--- src/rtl/dcache_flush_ctrl.sv ---
// Full write-back dcache flush sequencer: walks every set, writes back dirty ways, then invalidates the set.
// Optional writeback counter output flush_wb_cnt_o is enabled by defining DCACHE_FLUSH_PERF_EN.
module dcache_flush_ctrl #(
  parameter int NUM_SETS = 256,
  parameter int NUM_WAYS = 8,
  localparam int SET_W = $clog2(NUM_SETS),
  localparam int WAY_W = $clog2(NUM_WAYS)
) (
  input  logic                clk_i,
  input  logic                rst_i,
  input  logic                flush_req_i,
  output logic                flush_ack_o,
  output logic                busy_o,
`ifdef DCACHE_FLUSH_PERF_EN
  output logic [SET_W+WAY_W:0] flush_wb_cnt_o,
`endif
  output logic                tag_req_o,
  output logic [SET_W-1:0]    tag_set_o,
  input  logic                tag_gnt_i,
  input  logic [NUM_WAYS-1:0] valid_i,
  input  logic [NUM_WAYS-1:0] dirty_i,
  output logic                wb_req_o,
  output logic [WAY_W-1:0]    wb_way_o,
  input  logic                wb_gnt_i,
  input  logic                wb_done_i,
  output logic                clr_req_o,
  input  logic                clr_gnt_i
);

  typedef enum logic [2:0] {
    IDLE,
    RD_TAG,
    CHK,
    WB,
    WB_WAIT,
    CLR,
    DONE
  } state_e;

  state_e              state_q, state_d;
  logic [SET_W-1:0]    setCnt_q, setCnt_d;
  logic [NUM_WAYS-1:0] mask_q, mask_d;
  logic [WAY_W-1:0]    wbWay;
  logic [NUM_WAYS-1:0] wbWayOneHot;

  // Lowest pending way wins, so the loop runs high to low and the last hit sticks.
  always_comb begin
    wbWay = '0;
    for (int i = NUM_WAYS - 1; i >= 0; i--) begin
      if (mask_q[i]) wbWay = WAY_W'(i);
    end
  end

  assign wbWayOneHot = NUM_WAYS'(1) << wbWay;

  always_ff @(posedge clk_i) begin
    if (rst_i) begin
      state_q  <= IDLE;
      setCnt_q <= '0;
      mask_q   <= '0;
    end else begin
      state_q  <= state_d;
      setCnt_q <= setCnt_d;
      mask_q   <= mask_d;
    end
  end

  always_comb begin
    state_d  = state_q;
    setCnt_d = setCnt_q;
    mask_d   = mask_q;
    case (state_q)
      IDLE: begin
        if (flush_req_i) begin
          state_d  = RD_TAG;
          setCnt_d = '0;
        end
      end
      RD_TAG: begin
        if (tag_gnt_i) state_d = CHK;
      end
      CHK: begin
        mask_d = valid_i & dirty_i;
        if ((valid_i & dirty_i) != '0) state_d = WB;
        else                           state_d = CLR;
      end
      WB: begin
        if (wb_gnt_i) state_d = WB_WAIT;
      end
      WB_WAIT: begin
        if (wb_done_i) begin
          mask_d = mask_q & ~wbWayOneHot;
          if ((mask_q & ~wbWayOneHot) != '0) state_d = WB;
          else                               state_d = CLR;
        end
      end
      CLR: begin
        if (clr_gnt_i) begin
          if (setCnt_q == SET_W'(NUM_SETS - 1)) begin
            state_d = DONE;
          end else begin
            setCnt_d = setCnt_q + SET_W'(1);
            state_d  = RD_TAG;
          end
        end
      end
      DONE: begin
        state_d = IDLE;
      end
      default: begin
        state_d = IDLE;
      end
    endcase
  end

  assign busy_o      = (state_q != IDLE);
  assign tag_req_o   = (state_q == RD_TAG);
  assign wb_req_o    = (state_q == WB);
  assign clr_req_o   = (state_q == CLR);
  assign flush_ack_o = (state_q == DONE);
  assign tag_set_o   = setCnt_q;
  assign wb_way_o    = wbWay;

`ifdef DCACHE_FLUSH_PERF_EN
  logic [SET_W+WAY_W:0] wbCnt_q, wbCnt_d;

  // Counts completed writebacks of the current flush; holds after DONE until the next start.
  always_comb begin
    wbCnt_d = wbCnt_q;
    if (state_q == IDLE && flush_req_i) begin
      wbCnt_d = '0;
    end else if (state_q == WB_WAIT && wb_done_i) begin
      wbCnt_d = wbCnt_q + (SET_W+WAY_W+1)'(1);
    end
  end

  always_ff @(posedge clk_i) begin
    if (rst_i) wbCnt_q <= '0;
    else       wbCnt_q <= wbCnt_d;
  end

  assign flush_wb_cnt_o = wbCnt_q;
`else
`endif

endmodule

--- config.mk ---
export PLATFORM = sky130hd
export DESIGN_NAME = dcache_flush_ctrl
export DESIGN_NICKNAME = d
export VERILOG_FILES = /design/src/rtl/dcache_flush_ctrl.sv
export SDC_FILE = /design/constraint.sdc
export NUM_CORES = 1
export LEC_CHECK = 0
export CAP_MARGIN = 15
export CORE_UTILIZATION = 40
export DETAILED_ROUTE_END_ITERATION = 6
export PLACE_DENSITY = 0.75
export SETUP_SLACK_MARGIN = 0.4
export SLEW_MARGIN = 40
export SYNTH_ARGS = -nofsm -noshare
export SYNTH_HDL_FRONTEND = slang
export SYNTH_SLANG_ARGS = --single-unit
export TNS_END_PERCENT = 1
--- constraint.sdc ---
create_clock -name clk_i -period 1.5 [get_ports clk_i]
set_input_delay 0.3 -clock clk_i [delete_from_list [all_inputs] [get_ports clk_i]]
set_output_delay 0.3 -clock clk_i [all_outputs]
set_load 0.02 [all_outputs]
==> results_dict.tcl <==
set metrics [dict create \
    status "finished, violations left" \
    violations "negative setup slack" \
    antenna_cells 0 \
    fp.dieH_um 58.4 \
    grt_antenna_before_repair 0 \
    clk_path_buf_depth 2 \
    dp_cells 274 \
    maxCapViolations 0 \
    layout_setup_ws_ps -228 \
    design.core.area_mm2 0.00303 \
    area_growth_syn_to_layout_pct 70.1 \
    nFillCells 245 \
    regArea_um2 420 \
    die_w_um 58.4 \
    gp_congestion 0.865 \
    max-vdd-ir-drop_uv 388 \
    tightest_slew_ps 378 \
    rsz0062_at_grt "yes" \
    synth_cell_type_count 45 \
    synth_top_cell_by_area "dfxtp_1" \
    cts.sinks 19 \
    drtIter0Drc 50 \
    p_int_w 0.000967 \
    synth-async-reset-ratio_pct 0 \
    finalPower_w 0.00149 \
    syn_area_mm2 0.00127 \
    grt_pass1_wl_um 6470 \
    drcViolationCount 0 \
    skew_ps 7.06 \
    syn_inst 160 \
    via_count 1488 \
    synth_seq_cells 19 \
    hp-class "flip-flop to flip-flop" \
    grt_pass1_vias 1441 \
    setup_violations 10 \
    cp-start-kind "flip-flop" \
    slew_headroom_pct 74.8 \
    cts_hold_buf 0 \
    synthTopCellsByArea "dfxtp_1 30%, nor2_1 8.3%, o21ai_0 4.3%" \
    cp.required_ps 1200 \
    synth_ff_type "dfxtp_1" \
    setup_tns_ps -812 \
    synth_seq_area_share_pct 29.9 \
    critPathArrivalTime_ps 1430 \
    hold_viol_final 0 \
    grt_overflow 0 \
    leakage_nw 0.857 \
    crit_fanout 2 \
    routed_wl_um 4050 \
    multi_input_area_um2 938 \
    dp_hpwl_um 2940 \
    h-tree-depth 1 \
    p_sw_w 0.000519 \
    synth_edf_count 0 \
    cp-startpoint "mask_q[3]" \
    first_pass_iters 4 \
    fin_cells 278 \
    die_area_mm2 0.00341 \
    power_density_mw_per_mm2 688 \
    wl_per_cell_um 14.6 \
    r2r-start "mask_q[3]" \
    clockPowerShare_pct 18.3 \
    clk_pin_slew_worst_paths_ps 120 \
    syn_nets 184 \
    grt_max_degree 11 \
    fin_nets 259 \
    clk_latency_ps 300 \
    slew_violations 0 \
    start_util_pct 42.0 \
    p_sw_share_pct 34.9 \
    grtUsageTotal_pct 24.3 \
    root_buffer "clkbuf_4" \
    cts_tree "built" \
    postRouteAntennaNets 0 \
    synth_top_area_share_pct 29.9 \
    critPathCaptureType "output port" \
    via_per_inst 5.35 \
    fin_crit_sh_pct 115 \
    min_from "tag_set_o[1]" \
    finalCriticalPeriod_ps 1730 \
    pin_count 39 \
    rows 20 \
    max_freq_mhz 579 \
    pwr-share-seq_pct 37.7 \
    cts_buffers 3 \
    port_buffers 38 \
    critical_path_class "flip-flop to output port" \
    drive_gt1_share_pct 45.3 \
    yosys_warnings 0 \
    avgSynthCellArea_um2 7.95 \
    p_comb_share_pct 44.0 \
]
worst paths after layout:
path                  end  cells after the start  slack [ps]
max reg2reg     mask_q[7]                      6        -120
min reg2reg  tag_set_o[1]                      2         560
min          tag_set_o[1]                      2         560
max           wb_way_o[2]                      3        -230
state kept, by name, indices dropped and copies added (netlist names):
signal and flops:
mask_q 8, state_q 3, tag_set_o 8
cell families (layout without fill, tap and decap cells):
kind of cell    count (synthesis)  in the layout  share of synthesized area (%)
simple gates                   61             61                           24.9
compound gates                 51             51                           29.7
fa+ha+maj                       2              2                           1.77
flops                          19             19                           29.9
mux                             4              4                           3.54
buf+inv                        17             91                           6.00
xor+xnor                        6              6                           4.13
layer usage:
metal | share of wire [%] | routed length, µm | vias up | GRT usage, %
met5 | 0 | 0 | - | 0
met4 | 0.62 | 25 | 0 | 5.44
met3 | 3.8 | 153 | 2 | 2.86
met2 | 49 | 1990 | 40 | 43.0
met1 | 46 | 1880 | 702 | 31.6
li1 | - | - | 744 | -
synth_stat cells (all sizes together), types with 2 or more instances:
| library cell | n |
|---|---|
| nand3 | 10 |
| a22o | 2 |
| nand3b | 2 |
| buf | 4 |
| nand4 | 2 |
| and3 | 2 |
| o21ai | 12 |
| a211oi | 6 |
| mux2i | 3 |
| nor2 | 28 |
| a32oi | 6 |
| clkbuf | 3 |
| inv | 9 |
| nand2b | 2 |
| a2111oi | 2 |
| a21oi | 11 |
| nor3 | 3 |
| nor4 | 2 |
| nand2 | 6 |
| or4 | 3 |
| xnor2 | 6 |
| a221oi | 2 |
| dfxtp | 19 |
| o211ai | 2 |
timing repair:
action                                  4_1_cts  5_1_grt
pin swaps                                    18        9
hold endpoints to repair                      0        0
gates resized for setup                     110       17
endpoints found under the setup margin       35       35
setup buffers                                 0        0
power groups by stage:
stage | combinational (W) | clock, W | sequential [W]
2_1_floorplan | 0.000291 | 0 | 0.000570
3_3_place_gp | 0.000575 | 0 | 0.000564
3_5_place_dp | 0.000593 | 0 | 0.000566
4_1_cts | 0.000630 | 0.000272 | 0.000557
5_1_grt | 0.000703 | 0.000307 | 0.000566
6_report | 0.000654 | 0.000272 | 0.000560
layout by cell type (no fill, tap or decap), types with 5 or more instances in the layout:
cell,instances
buf_4,36
clkdlybuf4s50_1,22
nor2_1,21
buf_6,14
dfxtp_4,9
inv_1,8
o21ai_0,7
a21oi_1,7
nand3_1,7
nor2_2,6
nand2_1,6
a32oi_1,6
xnor2_1,5
dfxtp_2,5
dfxtp_1,5
through the flow:
| stage | cell area, µm² | utilization (%) | setup slack (ps) | hold slack (ps) |
|---|---|---|---|---|
| after detailed placement | 2010 | 66.4 | -367 | 519 |
| final | 2160 | 71.4 | -228 | 561 |
| after floorplan | 1320 | - | -0.258 | 450 |
| after CTS | 2120 | 70.0 | -222 | 560 |
| after global routing | 2160 | 71.4 | -291 | 606 |
| after global placement | 2010 | 66.4 | -332 | 510 |
layout make-up:
cell class | instances | share of cell area, %
inverters | 10 | 1.97
clock buffers | 4 | 1.22
flip-flops and latches | 19 | 19.4
repair buffers | 77 | 31.4
multi-input cells | 124 | 43.4
well taps | 44 | 2.55
worst max-delay path, stage by stage, from the launching register on:
cell and delay, ps:
dfxtp_2 340, or4_4 540, a21oi_2 110, buf_4 140
(Power assumes the default switching activity.)
